[config.mk]
export PLATFORM = sky130hd
export DESIGN_NAME = repeat_timer
export DESIGN_NICKNAME = d
export VERILOG_FILES = /design/src/rtl/repeat_pkg.sv /design/src/rtl/repeat_down_cnt.sv /design/src/rtl/repeat_timer.sv
export SDC_FILE = /design/constraint.sdc
export NUM_CORES = 1
export LEC_CHECK = 0
export ABC_AREA = 1
export CAP_MARGIN = 10
export CORE_AREA = 2 2 39 41
export CTS_CLUSTER_SIZE = 12
export DETAILED_ROUTE_END_ITERATION = 16
export DIE_AREA = 0 0 41 43
export DONT_BUFFER_PORTS = 1
export PLACE_DENSITY_LB_ADDON = 0.08
export SLEW_MARGIN = 30
export SYNTH_ARGS = -nofsm -noshare
export SYNTH_HDL_FRONTEND = slang
export SYNTH_SLANG_ARGS = --single-unit
[constraint.sdc]
create_clock -name clk -period 1.7 [get_ports clk]
set_input_delay 0.425 -clock clk [delete_from_list [all_inputs] [get_ports clk]]
set_output_delay 0.425 -clock clk [all_outputs]
set_load 0.01 [all_outputs]
[src/rtl/repeat_pkg.sv]
// repeat_pkg: shared state type and default count width for repeat_timer
package repeat_pkg;

    localparam int CNT_W_DEF = 3;

    typedef enum logic [1:0] {
        IDLE,
        COUNT,
        DONE
    } state_t;

endpackage

[src/rtl/repeat_down_cnt.sv]
// repeat_down_cnt: loadable down-counter with a one-before-zero detect
//   clk, rst       : clock, synchronous active-high reset
//   load, load_val : load a new count
//   clear          : force the count to zero (wins over load and dec)
//   dec            : decrement by one, holding at zero
//   cnt            : current count (registered)
//   last           : cnt == 1, so the next decrement reaches zero
module repeat_down_cnt #(
    parameter int W = 3
) (
    input  logic         clk,
    input  logic         rst,
    input  logic         load,
    input  logic [W-1:0] load_val,
    input  logic         clear,
    input  logic         dec,
    output logic [W-1:0] cnt,
    output logic         last
);

    always_ff @(posedge clk) begin
        if (rst || clear)
            cnt <= '0;
        else if (load)
            cnt <= load_val;
        else if (dec && cnt != '0)
            cnt <= cnt - 1'b1;
    end

    assign last = cnt == W'(1);

endmodule

[src/rtl/repeat_timer.sv]
// repeat_timer: waits req_num clock edges after accepting a request, then offers a completion
//   clk, rst                    : clock, synchronous active-high reset
//   req_valid/req_ready/req_num : request handshake and edge count
//   abort                       : cancels a count in progress, no completion
//   busy                        : counting or completion pending
//   done_valid/done_ready       : completion handshake
//   done_num                    : req_num of the completed request
//   remaining                   : edges still to wait, 0 outside COUNT
module repeat_timer
    import repeat_pkg::*;
#(
    parameter int CNT_W = CNT_W_DEF
) (
    input  logic             clk,
    input  logic             rst,
    input  logic             req_valid,
    output logic             req_ready,
    input  logic [CNT_W-1:0] req_num,
    input  logic             abort,
    output logic             busy,
    output logic             done_valid,
    input  logic             done_ready,
    output logic [CNT_W-1:0] done_num,
    output logic [CNT_W-1:0] remaining
);

    state_t state;
    logic   accept;
    logic   counting;
    logic   kill;
    logic   cnt_last;

    assign accept   = state == IDLE && req_valid;
    assign counting = state == COUNT;
    assign kill     = counting && abort;

    repeat_down_cnt #(
        .W(CNT_W)
    ) u_cnt (
        .clk      (clk),
        .rst      (rst),
        .load     (accept),
        .load_val (req_num),
        .clear    (kill),
        .dec      (counting),
        .cnt      (remaining),
        .last     (cnt_last)
    );

    assign req_ready = state == IDLE;
    assign busy      = state != IDLE;

    // Abort is tested before cnt_last so it wins over the final decrement.
    always_ff @(posedge clk) begin
        if (rst) begin
            state      <= IDLE;
            done_valid <= 1'b0;
            done_num   <= '0;
        end else begin
            case (state)
                IDLE: if (accept) begin
                    done_num <= req_num;
                    if (req_num == '0) begin
                        state      <= DONE;
                        done_valid <= 1'b1;
                    end else begin
                        state <= COUNT;
                    end
                end
                COUNT: if (abort) begin
                    state <= IDLE;
                end else if (cnt_last) begin
                    state      <= DONE;
                    done_valid <= 1'b1;
                end
                DONE: if (done_ready) begin
                    state      <= IDLE;
                    done_valid <= 1'b0;
                end
                default: begin
                    state      <= IDLE;
                    done_valid <= 1'b0;
                end
            endcase
        end
    end

endmodule

* Word-level counts from Yosys, hierarchy flattened
Cells that the tools add are included.
Widths: inputs -> output; s select.
** Storage, ports and cells
- Register bits :: 9
- Input bits :: 8
- Output and inout port bits :: 9
- Logic and storage cells :: 40
** Cells by class
- Add/sub/neg operators :: 1
- Equal/unequal tests :: 9
- Mux-type cells :: 14
- Reduce and logical (&&, ||, !) cells :: 12
** Operator list (count)
- $mux 2 :: 5
- $mux 3 :: 2
- $ne 2x1->1 const B :: 3
- $pmux 2 s3 :: 1
- $mux 1 :: 5
- $reduce_and 5->1 :: 1
- $ne 2x2->1 const B :: 2
- $reduce_bool 2->1 :: 2
- $eq 3x1->1 const B :: 1
- $logic_and 1x1->1 :: 3
- $logic_not 3->1 :: 1
- $ne 3x2->1 const B :: 1
- $pmux 1 s3 :: 1
- $reduce_and 3->1 :: 1
- $reduce_bool 3->1 :: 1
- $sub 3x1->3 const B :: 1
- $eq 2x1->1 const B :: 1
- $eq 2x2->1 const B :: 1
- $logic_not 2->1 :: 1
- $reduce_and 2->1 :: 1
- $logic_or 1x1->1 :: 1

* Logic depth before layout (Yosys ltp)
Gate-level depths: netlist (run 1).
- Depth after elaboration :: 4
- Mapped depth :: 9
- Depth with buffers taken out :: 9

* By module
From an unflattened synthesis (run 1), not the netlist that was laid out.
** Second synthesis, totals
- Cells, all modules :: 81
- Area total of the unflattened synthesis :: 565.5 sq um
** Modules (own cells, without submodules)
- repeat_timer :: instances 1, cells each 46, area an instance 327.8 sq um, sequential area each 120.1 sq um
- repeat_down_cnt :: instances 1, cells each 35, area an instance 237.7 sq um, sequential area each 60.1 sq um

* Worst setup path before layout (run 1)
Ideal clock, no wire load.
- Path kind :: register to register
- From :: register u_cnt.cnt[0]
- To :: register u_cnt.cnt[1]
- Setup time :: 0.115 ns
- Arrival time :: 1.204 ns
- Required time :: 1.585 ns
- Path slack :: 0.382 ns
- Stages on the path, launching flop included :: 10
- Buffers on the path :: 0
- Clock period less this slack :: 1.318 ns
- Path through :: dfxtp_1 -> inv_1 -> ha_1 -> ha_1 -> inv_1 -> nand2_2 -> nand2_2 -> o21ai_2 -> nor2_1 -> nor2_1
** On the way
- Word-level cells in the longest chain between the ends :: 3
- Elaborated cells on any way between the ends :: 6
- Those cells by class :: 1 x add/sub; 2 x mux; 3 x reduce/logical
** RTL lines
- from (decl) :: line repeat_down_cnt.sv:17 : output logic [W-1:0] cnt,
- from (signal assigned) :: line repeat_down_cnt.sv:25 : cnt <= load_val;
- from (signal assigned) :: line repeat_down_cnt.sv:27 : cnt <= cnt - 1'b1;
- $sub 3x1->3 / $reduce_bool 3->1 (equally long branches) :: line repeat_down_cnt.sv:27, repeat_down_cnt.sv:26
- $mux 3 / $logic_and 1x1->1 (equally long branches) :: line repeat_down_cnt.sv:26 : else if (dec && cnt != '0)
- $mux 3 / $reduce_bool 2->1 (equally long branches)
Parallel ways exist; a longest one is shown, timed or not. The select of a mux whose other input is x is not followed.
A chain may end at the register's enable or synchronous reset.

* Final worst setup path (run 1)
- From :: register u_cnt.cnt[1]
- To :: register u_cnt.cnt[1]
The elaborated chain is that of the path after synthesis.

==> results of run 1 <==
==> state kept, by name, indices dropped and copies added, names as in the netlist <==
signal,flops
u_cnt.cnt,3
state,2
done_valid,1
done_num,3
==> cell families (layout without fill, tap and decap cells) <==
group	count (synthesis)	after routing	synth area share (%)
and+or+nand+nor	43	43	39.23
AOI/OAI and AO/OA	11	11	11.79
buffers and inverters	14	19	9.524
DFF	9	9	32.65
adders and majority gates	3	3	6.803
==> worst min-delay path by stage <==
| stage | from | to | slack (ns) | cells past startpoint |
|---|---|---|---|---|
| after floorplan | done_num[0] | done_num[0] | 0.48 | 2 |
| after global placement | done_num[1] | done_num[1] | 0.50 | 2 |
| after detailed placement | rst | done_num[2] | 0.50 | 1 |
| after CTS | rst | done_num[1] | 0.21 | 1 |
| after global routing | rst | done_num[1] | 0.21 | 1 |
| final | rst | done_num[1] | 0.22 | 1 |
==> final cells by class <==
class / instances / share of cell area [%]
tap: 16 / 3.306
multi-input combinational: 57 / 52.69
sequential: 9 / 29.75
inverter: 14 / 8.678
timing repair buffer: 1 / 1.240
clock buffer: 4 / 4.339
==> layer usage <==
layer  GRT usage [%]  vias up
li1                -      258
met1           22.15      201
met2           18.75       14
met3           4.712        4
met4           12.00        0
met5               0        -
==> power by group through the flow <==
stage | clock, mW | combinational [mW] | sequential (mW)
2_1_floorplan | 0 | 0.353 | 0.332
3_3_place_gp | 0 | 0.430 | 0.335
3_5_place_dp | 0 | 0.424 | 0.337
4_1_cts | 0.181 | 0.426 | 0.332
5_1_grt | 0.189 | 0.491 | 0.342
6_report | 0.172 | 0.421 | 0.331
==> cells in the final DEF, fill, tap and decap left out, types with 3 or more instances in the layout <==
cell	instances
inv_1	11
nand2_2	5
dfxtp_1	9
nand2_1	18
inv_2	3
nor2_1	9
a21oi_1	3
o21ai_1	3
nand3_1	3
clkbuf_4	3
ha_1	3
==> qor.txt, run 1 <==
Initial antenna violation count = 0
Die Footprint = 1763 um2
Pre-CTS WS = 0.3303 ns
First-pass GRT wire length = 1807 um
Max Root-Sink Buffers = 2
CP required = 1.86 ns
Final worst path period need = 1.366 ns
Cells after Synth = 80
Share of async-settable or async-resettable flops after synthesis = 0%
Post_cts resized = 0
PD cells = 1524 nW/um2
Metal2 WL = 447 um
Min Hold Slack = 0.2200 ns
Synth Register Bits = 9
Core Footprint = 1384 um2
Hold_buf cts = 0
Antenna viol nets, final = 0
Outcome = completed
CTS tree = yes
DR WL/cell = 10.90 um
FF-to-FF Start = u_cnt.cnt[1]
Initial core utilization = 39.87%
Via count of the routed design = 477
# rows = 14
Grt ovf = 0
Psw = 0.4161 mW
Crit path launch type = flop
Worst flop-to-flop path endpoint = u_cnt.cnt[1]
DRT met1 WL = 548 um
Worst Path Max Fanout = 4
GRT Total Usage = 15.63%
DRT Pass-1 Iters = 4
Area post-placement = 579.3 um2
Synth top area cells = dfxtp_1 33%, nand2_1 12%, inv_1 7.5%
Reg power frac = 35.8%
Setup Skew = 0.0008360 ns
CTS Buf Count = 3
Cell Count, Final, Fillers Out = 101
Layout cells sized above 1 = 23.53%
Antenna diodes = 0
Clock sink total = 9
Synth-to-layout area growth = 9.751%
Clock power share = 18.6%
H-tree depth = 1
Pleak = 0.2925 nW
FF-to-FF path depth = 9
Routed WL = 1101 um
Most frequent cell after synthesis = nand2_1
Fill count = 159
CP arrival = 1.53 ns
Internal Power = 0.5069 mW
Port bufs = 0
Hpwl dp = 901.8 um
Relative slew slack = 83.50%
Core Util, Final = 43.76%
Final Hold Violating Endpoints = 0
Dpl cells = 97
Crit-path cells = inv_1 -> ha_1 -> ha_1 -> inv_1 -> nand2_2 -> nand2_2 -> o21ai_2 -> nor2_1 -> nor2_1
Drt initial violations = 4
Synth top cells by count = 18 x nand2_1, 11 x inv_1, 9 x dfxtp_1, 9 x nor2_1, 5 x nand2_2
Syn. warnings = 0
Crit share post-route = 80.38%
Clk Latency, worst-skew pair = 0.26 ns
F_max = 731.8 MHz
CP Capture Point = u_cnt.cnt[1]
Mean area per synthesized cell = 6.897 um2
Cell variety after synth = 20
# IOs = 17
Setup TNS = 0 ns
Register area share after synthesis = 32.65%
Largest net degree at the start of global routing = 7
Die height = 43 um
Clk slew on worst S/H paths = 0.06 ns
Gpl congestion = 0.8117
Area taken by flip-flops and latches = 180.2 um2
Nets = 97
CP endpoint kind = flop
Worst-margin pin slew = 0.2472 ns
Hold Path Class = input pin to flop
Top sig layer = met4
Metal3 WL = 77 um
Die width = 41 um
Max-cap violations = 0
Synth Cell Area = 551.8 um2
Post-synth top area cell = dfxtp_1
Pwr Total = 0.9230 mW
Post-Syn Nets = 91
DR vias/cell = 4.723
CP Launch Point = u_cnt.cnt[1]
Setup Viol. Count Final = 0
Number of synthesized flops with an enable pin = 0
Crit path depth = 9
Setup WS post-layout = 0.3335 ns
Slowest-stage cell, CP = dfxtp_1
Design area = 605.6 um2
Number of remaining DRC errors = 0
FF-to-FF setup slack = 0.33 ns
Vias in the first global route = 443
Ys flop type = dfxtp_1
CP max stage delay = 0.39 ns
Worst path bufs/invs = 2
Comb power frac = 45.6%
Kind of critical path = flop to flop
Multi-input logic area = 319.1 um2
Clock root buffer = clkbuf_4
Slew Viols, Final = 0
Max IR drop VDD = 0.4956 mV
Worst path top cell family by delay = flip-flops
Share of the synthesized area in the top cell type = 32.65%
Switch share = 45.08%
Postcts setup bufs = 0
RSZ-0062 raised after global routing = no
No activity file was read; power rests on OpenSTA's default activity.
==> run 2: changes to the inputs <==
==> constraint.sdc (replaced) <==
create_clock -name clk -period 1.15 [get_ports clk]
set_input_delay 0.2875 -clock clk [delete_from_list [all_inputs] [get_ports clk]]
set_output_delay 0.2875 -clock clk [all_outputs]
set_load 0.01 [all_outputs]
==> run 2 against run 1 <==
Effect of this change:
- the flow now finishes with violations (setup timing)
- sequential share of layout area decreased by 4.7 points
- global-route usage grew 2.3 points
- largest cell class unchanged
- via count increased by 21%
==> qor.txt, run 2 (synthesis gave the netlist of run 1 again) <==
Dpl cells = 103 (+6.2%)
Fill count = 142 (-11%)
CTS tree = yes
Crit-path cells = inv_4 -> ha_4 -> ha_4 -> inv_2 -> nand2_2 -> buf_4 -> nand3_1 -> a31oi_1
Commonest non-fill, non-tap cell in the layout = nand2_1
CTS Buf Count = 3 (unchanged)
Crit share post-route = 102.5% (+22 points)
Crit-path most repeated cell = ha_4
Relative slew slack = 89.09% (+5.6 points)
Core Footprint = 1384 um2 (unchanged)
Hold Path Class = input pin to flop
DRT met1 WL = 531 um (-3.1%)
Setup Skew = 0.006029 ns (+0.005193 ns)
Violated checks = setup timing
Final Hold Violating Endpoints = 0 (unchanged)
CP required = 1.31 ns (-0.55 ns)
CP max stage delay = 0.36 ns (-0.03 ns)
Clk slew on worst S/H paths = 0.06 ns (about the same)
Internal Power = 1.008 mW (+99%)
Slowest-stage cell, CP = dfxtp_4
CP endpoint kind = flop
Slew Viols, Final = 0 (unchanged)
Final worst path period need = 1.179 ns (-0.1878 ns)
Worst-margin pin slew = 0.1631 ns (-0.08414 ns)
Clock sink total = 9 (unchanged)
Grt ovf = 0 (unchanged)
Hpwl dp = 970.5 um (+7.6%)
F_max = 848.4 MHz (+16%)
Pwr Total = 1.771 mW (+92%)
Largest registers = done_num x3, u_cnt.cnt x3, state x2
Layout cells sized above 1 = 47.37% (+24 points)
Clk Latency, worst-skew pair = 0.27 ns (about the same)
GRT Total Usage = 17.93% (+2.3 points)
Metal2 WL = 613 um (+37%)
Top sig layer = met4
# rows = 14 (unchanged)
Max Root-Sink Buffers = 2 (unchanged)
Setup Viol. Count Final = 3 (+3)
Number of remaining DRC errors = 0 (unchanged)
DRT Pass-1 Iters = 4 (unchanged)
Worst Path Max Fanout = 2 (-2)
Area taken by flip-flops and latches = 192.7 um2 (+6.9%)
RSZ-0062 raised after global routing = yes
Clock root buffer = clkbuf_4
Max-cap violations = 0 (unchanged)
Reg power frac = 28.5% (-7.3 points)
Via count of the routed design = 578 (+21%)
Kind of critical path = flop to flop
Most frequent cells in the layout = 14 x nand2_1, 10 x buf_4, 9 x nor2_1
Vias in the first global route = 552 (+25%)
Initial core utilization = 39.87% (unchanged)
Largest net degree at the start of global routing = 7 (unchanged)
Drt initial violations = 11 (+7)
Die height = 43 um (unchanged)
Antenna diodes = 0 (unchanged)
Antenna viol nets, final = 0 (unchanged)
Gpl congestion = 0.7754 (-4.5%)
DR WL/cell = 11.72 um (+7.5%)
Pleak = 0.3538 nW (+21%)
Crit path launch type = flop
# IOs = 17 (unchanged)
Port bufs = 0 (unchanged)
Synth-to-layout area growth = 39.23%
CP arrival = 1.34 ns (-0.19 ns)
Outcome = complete, but fails checks
First-pass GRT wire length = 2125 um (+18%)
Psw = 0.7635 mW (+83%)
Die Footprint = 1763 um2 (unchanged)
Initial antenna violation count = 0 (unchanged)
PD cells = 2305 nW/um2 (+51%)
Setup WS post-layout = -0.02866 ns (-0.3622 ns)
Clock power share = 14.4% (-4.2 points)
Metal3 WL = 99 um (+29%)
H-tree depth = 1 (unchanged)
Switch share = 43.11% (-2.0 points)
Routed WL = 1301 um (+18%)
Setup TNS = -0.07270 ns (-0.07270 ns)
Cell Count, Final, Fillers Out = 111 (+9.9%)
DR vias/cell = 5.207 (+10%)
Max IR drop VDD = 1.049 mV (+110%)
Hold_buf cts = 0 (unchanged)
Comb power frac = 57.1% (+12 points)
Multi-input logic area = 385.4 um2 (+21%)
Die width = 41 um (unchanged)
Nets = 107 (+10%)
run 2: power by group through the flow:
| stage | Sequential [mW] | Combinational, mW | Clock (mW) |
|---|---|---|---|
| 6_report | 0.504 | 1.01 | 0.256 |
| 5_1_grt | 0.519 | 1.14 | 0.273 |
| 4_1_cts | 0.485 | 0.895 | 0.263 |
| 3_5_place_dp | 0.487 | 0.784 | 0 |
| 3_3_place_gp | 0.486 | 0.777 | 0 |
| 2_1_floorplan | 0.501 | 0.542 | 0 |
run 2: timing repair:
action,in CTS,in global routing
setup buffers,1,3
cloned,0,0
setup endpoints to repair,6,8
gates resized for setup,9,11
pin swaps,3,3
run 2: metrics by stage:
| step | setup slack, ns | area (um2) | hold slack, ns | util, % |
|---|---|---|---|---|
| CTS | -0.02975 | 703.2 | 0.07398 | 50.81 |
| finish | -0.02866 | 768.2 | 0.08102 | 55.52 |
| global placement | -0.05274 | 634.4 | 0.3595 | 45.84 |
| detailed placement | -0.05899 | 634.4 | 0.3614 | 45.84 |
| floorplan | -0.05841 | 561.8 | 0.3566 | - |
| global route | -0.09174 | 768.2 | 0.07965 | 55.52 |
run 2: critical path: cells and delay by family, from the launching register on:
family | cells | cell delay (ns)
flip-flops | 1 | 0.36
buffers and inverters | 3 | 0.22
adder cells (fa/ha/maj) | 2 | 0.30
AO/OA/AOI/OAI | 1 | 0.07
AND/OR/NAND/NOR | 2 | 0.11
run 2: metal layers:
layer / global-route usage, % / vias up
met5: 0 / -
met4: 12.00 / 0
met3: 4.188 / 11
met2: 26.56 / 28
met1: 21.75 / 255
li1: - / 284
run 2: worst paths after layout:
| kind | start | to | slack (ns) | cells after the start |
|---|---|---|---|---|
| setup / recovery | u_cnt.cnt[0] | u_cnt.cnt[0] | -0.03 | 8 |
| hold / removal | rst | done_num[0] | 0.08 | 1 |
| setup reg to reg | u_cnt.cnt[0] | u_cnt.cnt[0] | -0.03 | 8 |
| hold reg to reg | done_num[0] | done_num[0] | 0.51 | 2 |
run 2: area by class of cell:
cell class | count | share of cell area (%)
Multi-Input combinational cell | 57 | 50.16
Sequential cell | 9 | 25.08
Timing Repair Buffer | 11 | 11.24
Inverter | 14 | 7.492
Clock buffer | 4 | 3.420
Tap cell | 16 | 2.606
==> run 3: changes to the inputs <==
--- a/config.mk
+++ b/config.mk
@@ -8,6 +8,7 @@
 export ABC_AREA = 1
 export CAP_MARGIN = 10
 export CORE_AREA = 2 2 39 41
+export CTS_BUF_LIST = sky130_fd_sc_hd__clkbuf_16
 export CTS_CLUSTER_SIZE = 12
 export DETAILED_ROUTE_END_ITERATION = 16
 export DIE_AREA = 0 0 41 43
==> run 3 against run 2 <==
Effect of this change:
- the run still ends with setup timing left
- clock skew decreased by 0.0052 ns
- critical path depth unchanged
- sequential power decreased by 2%
- power increased by 19%
- wire length increased by 5.7%
- die area unchanged
==> qor.txt, run 3 (synthesis gave the netlist of run 1 again) <==
Hold_buf cts = 0 (unchanged)
Worst Path Max Fanout = 2 (unchanged)
Most frequent cells in the layout = 15 x nand2_1, 9 x inv_1, 9 x nor2_1
Outcome = complete, but fails checks
Setup TNS = -0.05022 ns (+0.02247 ns)
Routed WL = 1375 um (+5.7%)
Max-cap violations = 0 (unchanged)
Commonest non-fill, non-tap cell in the layout = nand2_1
Port bufs = 0 (unchanged)
RSZ-0062 raised after global routing = yes
Setup Viol. Count Final = 2 (-1)
Core Util, Final = 57.96% (+2.4 points)
Largest registers = done_num x3, u_cnt.cnt x3, state x2
Die width = 41 um (unchanged)
CTS Buf Count = 3 (unchanged)
CP endpoint kind = flop
Area post-placement = 634.4 um2 (unchanged)
Initial antenna violation count = 0 (unchanged)
Clk slew on worst S/H paths = 0.04 ns (-0.02 ns)
Hold Path Class = input pin to flop
Largest net degree at the start of global routing = 7 (unchanged)
Worst-margin pin slew = 0.1864 ns (+0.02336 ns)
Drt initial violations = 6 (-5)
Dpl cells = 103 (unchanged)
Crit-path cells = inv_2 -> ha_4 -> ha_4 -> inv_2 -> nand2_2 -> buf_4 -> nand3_1 -> a31oi_1
Clock root buffer = clkbuf_16
Hpwl dp = 970.5 um (unchanged)
Die Footprint = 1763 um2 (unchanged)
Synth-to-layout area growth = 45.35%
First-pass GRT wire length = 2228 um (+4.8%)
Initial core utilization = 39.87% (unchanged)
FF-to-FF path depth = 8 (unchanged)
Max IR drop VDD = 1.339 mV (+28%)
Antenna diodes = 0 (unchanged)
CTS tree = yes
Nets = 105 (-1.9%)
Max Root-Sink Buffers = 2 (unchanged)
CP max stage delay = 0.34 ns (-0.02 ns)
Slowest-stage cell, CP = dfxtp_4
Crit share post-route = 102.6% (+0.13 points)
Setup WS post-layout = -0.03013 ns (-0.001465 ns)
PD cells = 2626 nW/um2 (+14%)
H-tree depth = 1 (unchanged)
Clock sink total = 9 (unchanged)
Final Hold Violating Endpoints = 0 (unchanged)
Vias in the first global route = 569 (+3.1%)
DR vias/cell = 5.037 (-3.3%)
Pleak = 0.3719 nW (+5.1%)
Slew Viols, Final = 0 (unchanged)
Setup Skew = 0.0008021 ns (-0.005227 ns)
Crit path launch type = flop
Hold Crit Depth = 1 (unchanged)
Antenna viol nets, final = 0 (unchanged)
Kind of critical path = flop to flop
Cell Count, Final, Fillers Out = 109 (-1.8%)
CP arrival = 1.30 ns (-0.04 ns)
Grt ovf = 0 (unchanged)
Worst path top cell family by delay = flip-flops
Pre-CTS WS = -0.05899 ns (unchanged)
Via count of the routed design = 549 (-5.0%)
Final worst path period need = 1.180 ns (+0.001465 ns)
Violated checks = setup timing
GRT Total Usage = 19.23% (+1.3 points)
# rows = 14 (unchanged)
Core Footprint = 1384 um2 (unchanged)
DR WL/cell = 12.61 um (+7.6%)
Design area = 802.0 um2 (+4.4%)
Die height = 43 um (unchanged)
DRT Pass-1 Iters = 4 (unchanged)
Worst path bufs/invs = 3 (unchanged)
Clk Latency, worst-skew pair = 0.24 ns (-0.03 ns)
# IOs = 17 (unchanged)
Gpl congestion = 0.7754 (unchanged)
CP required = 1.27 ns (-0.04 ns)
Layout cells sized above 1 = 46.24% (-1.1 points)
Crit path depth = 8 (unchanged)
Number of remaining DRC errors = 0 (unchanged)
F_max = 847.4 MHz (-0.12%)
Relative slew slack = 87.53% (-1.6 points)
-- run 3: cell count changes in the layout (fill, tap and decap cells not counted), moves of 2 or more --
| cell | delta |
|---|---|
| dfxtp_2 | +2 |
| buf_4 | -2 |
| dfxtp_4 | -2 |
| clkbuf_4 | -3 |
| inv_4 | -2 |
| clkbuf_16 | +3 |
| inv_2 | +2 |
| nand2_2 | -2 |
-- run 3: per-layer routing --
metal | vias to the layer above | global-route usage (%) | share of wire, % | wire [um]
met1 | 245 | 22.40 | 42 | 571
met4 | 0 | 12.00 | 3.3 | 46
li1 | 280 | - | - | -
met5 | - | 0 | 0 | 0
met3 | 6 | 7.330 | 6.3 | 87
met2 | 18 | 28.13 | 49 | 670
-- run 3: final timing paths --
path,start,to,slack (ns)
worst min-delay path,rst,done_num[0],0.11
worst min register to register,done_num[0],done_num[0],0.50
worst max register to register,u_cnt.cnt[0],u_cnt.cnt[0],-0.03
worst max-delay path,u_cnt.cnt[0],u_cnt.cnt[0],-0.03
-- run 3: what timing repair did --
item	4_1_cts	5_1_grt
cloned	0	0
endpoints found under the setup margin	6	7
pin swaps	3	1
resized for setup	10	7
buffers inserted	1	1
-- run 3: layout make-up --
type                            instances  area (um2)
Sequential cell                         9       187.7
Clock inverter                          1       3.754
Fill cell                             130       581.8
Inverter                               14       52.55
Multi-Input combinational cell         57       391.6
Timing Repair Buffer                    9       71.32
Tap cell                               16       20.02
Clock buffer                            3       75.07
-- run 3: worst reg2reg max path, stage by stage, from the launching register on --
cell	delay [ns]
dfxtp_4	0.34
inv_2	0.05
ha_4	0.15
ha_4	0.15
inv_2	0.05
nand2_2	0.06
buf_4	0.13
nand3_1	0.05
a31oi_1	0.07
-- run 3: stage by stage --
step                      hold WS, ns  total power, mW
final                          0.1143            2.106
after global routing           0.1169            2.262
after CTS                      0.1139            2.019
after detailed placement       0.3614            1.271
after global placement         0.3595            1.263
after floorplan                0.3566            1.043
-- run 3: power breakdown --
group / switching (mW) / internal (mW)
Sequential: 0.0889 / 0.406
Combinational: 0.555 / 0.441
Clock: 0.160 / 0.455
Total: 0.804 / 1.30
==> RTL edit (flow settings as in run 2) <==
Re-encode `state_t` (3 states) as one-hot, 3 bits wide.
--- a/src/rtl/repeat_pkg.sv
+++ b/src/rtl/repeat_pkg.sv
@@ -3,10 +3,10 @@
 
     localparam int CNT_W_DEF = 3;
 
-    typedef enum logic [1:0] {
-        IDLE,
-        COUNT,
-        DONE
+    typedef enum logic [2:0] {
+        IDLE  = 3'b001,
+        COUNT = 3'b010,
+        DONE  = 3'b100
     } state_t;
 
 endpackage
Behaviour: no difference found for any inputs over 10 cycles, from zero or initial values and one cycle with rst high; not proved beyond that.
==> RTL edit against run 2 <==
The flow still finishes with violations (negative setup slack); count of clock-buffer cells in the layout did not move; maximum frequency fell by 6.6%; total power rose by 49%; clock power rose by 6%; non-clock buffer count rose by 7; combinational power rose by 71%; cell area rose by 20%; sequential cell count rose by 1; synthesized cell count rose by 23%; worst hold slack got worse by 17 ps; worst setup slack got worse by 84 ps; synthesized area rose by 15%; routed wire length rose by 25%; global-route usage rose by 5.8 points; critical path type is now register to output port.
==> RTL edit: results (changes against run 2) <==
stage,metric,value,unit,change
yosys,Gate Count Post-Synth,98,,was 80
drt,met2 WL,751,µm,was 613 µm
cells_and_area,share of layout cells above drive strength 1,0.4500,,was 0.4737
placement,post-detail-place hpwl,1.153,mm,was 970.5 µm
drt,Met3 Routed Length,103,µm,was 99 µm
critical_path,Worst Setup SP,state[2],,was u_cnt.cnt[0]
yosys,register area share after synthesis,0.3156,,was 0.3265
run_status,failing checks,negative setup slack,,unchanged
placement,dpl cell area,774.5,µm²,was 634.4 µm²
grt,first-pass GRT wire length,2.773,mm,was 2.125 mm
power,VDD IR max,1.570,mV,was 1.049 mV
grt,vias in the first global route,656,,was 552
timing,Setup TNS Final,-306.6,ps,was -72.70 ps
timing,Slew @ Worst Pin,222.9,ps,was 163.1 ps
timing,setup slack after layout,-112.3,ps,was -28.66 ps
critical_path,CP Max Fanout,4,,was 2
critical_path,slowest CP cell,dfxtp_2,,was dfxtp_4
power,static leakage,0.4325,nW,was 0.3538 nW
cells_and_area,Filler Cells Inserted,124,,was 142
timing,Fin Clk Skew,6.134,ps,was 6.029 ps
critical_path,R2R Setup Slk,-50,ps,was -30 ps
drt,WL final,1.629,mm,was 1.301 mm
drt,via count,667,,was 578
timing,setup violators final,7,,was 3
cells_and_area,Regs by FF count,"done_num (3), state (3), u_cnt.cnt (3)",,"was done_num (3), u_cnt.cnt (3), state (2)"
yosys,synth unique cells,16,,was 20
run_status,status,"complete, but fails checks",,unchanged
yosys,Synth area leaders,"dfxtp_1 32%, nand2_1 13%, nor2_1 11%",,"was dfxtp_1 33%, nand2_1 12%, inv_1 7.5%"
placement,dpl ws,-34.60,ps,was -58.99 ps
yosys,syn nets,109,,was 91
yosys,adder-cell share of the synthesized area,0.05917,,was 0.06803
RTL edit: cell count changes in the layout (fill, tap and decap cells not counted), moves of 3 or more:
cell | before | now
nand2_4 | 4 | 0
nor2_2 | 1 | 4
nand2_1 | 14 | 20
nor2_1 | 9 | 15
buf_4 | 10 | 16
o21ai_0 | 0 | 4
nand3_1 | 3 | 6
RTL edit: where the power goes:
part | total (mW) | internal (mW) | switching, mW
Sequential | 0.645 | 0.495 | 0.149
Combinational | 1.73 | 0.844 | 0.887
Clock | 0.271 | 0.135 | 0.136
RTL edit: area by class of cell:
type	instances	area [µm²]	share of cell area
clock buffers	4	26.28	0.02853
inverters	17	73.82	0.08016
multi-input cells	71	446.7	0.4851
flip-flops and latches	10	211.5	0.2296
well taps	16	20.02	0.02174
repair buffers	18	142.6	0.1549
RTL edit: how the worst min path moves through the flow:
stage,startpoint,endpoint,slack [ps],depth (start not counted)
6_report,rst,done_num[0],60,1
5_1_grt,rst,done_num[0],50,1
4_1_cts,rst,done_num[0],70,1
3_5_place_dp,rst,done_num[1],360,1
3_3_place_gp,rst,done_num[0],360,1
2_1_floorplan,rst,done_num[0],360,1
RTL edit: kinds of logic (layout without fill, tap and decap cells):
| family | count (synthesis) | after routing |
|---|---|---|
| AO/OA/AOI/OAI | 10 | 10 |
| adder cells (fa/ha/maj) | 3 | 3 |
| buffers and inverters | 17 | 39 |
| AND/OR/NAND/NOR | 58 | 58 |
| flip-flops | 10 | 10 |
RTL edit: metal layers:
| metal | global-route usage | up-vias |
|---|---|---|
| li1 | - | 348 |
| met1 | 0.3082 | 291 |
| met2 | 0.3313 | 23 |
| met3 | 0.05759 | 5 |
| met4 | 0.1600 | 0 |
| met5 | 0 | - |
RTL edit: timing repair:
action / CTS / global route
pin swaps: 5 / 6
hold endpoints to repair: 0 / 0
hold buffers: 0 / 0
gates cloned: 0 / 0
resized for setup: 15 / 11
setup endpoints to repair: 7 / 12
buffers inserted: 4 / 2
RTL edit: worst register-to-register path: stages (launching register included):
cell and delay, ps:
dfxtp_4 380, inv_4 40, ha_4 150, ha_4 140, inv_2 50, nand2_2 60, nand2_2 90, inv_2 50
nor2_2 80, nor2_1 40
RTL edit: stage by stage:
stage	total power, mW	hold WS, ps
2_1_floorplan	1.487	356.6
3_3_place_gp	1.947	359.6
3_5_place_dp	1.942	363.1
4_1_cts	2.482	66.75
5_1_grt	2.891	54.97
6_report	2.646	63.55
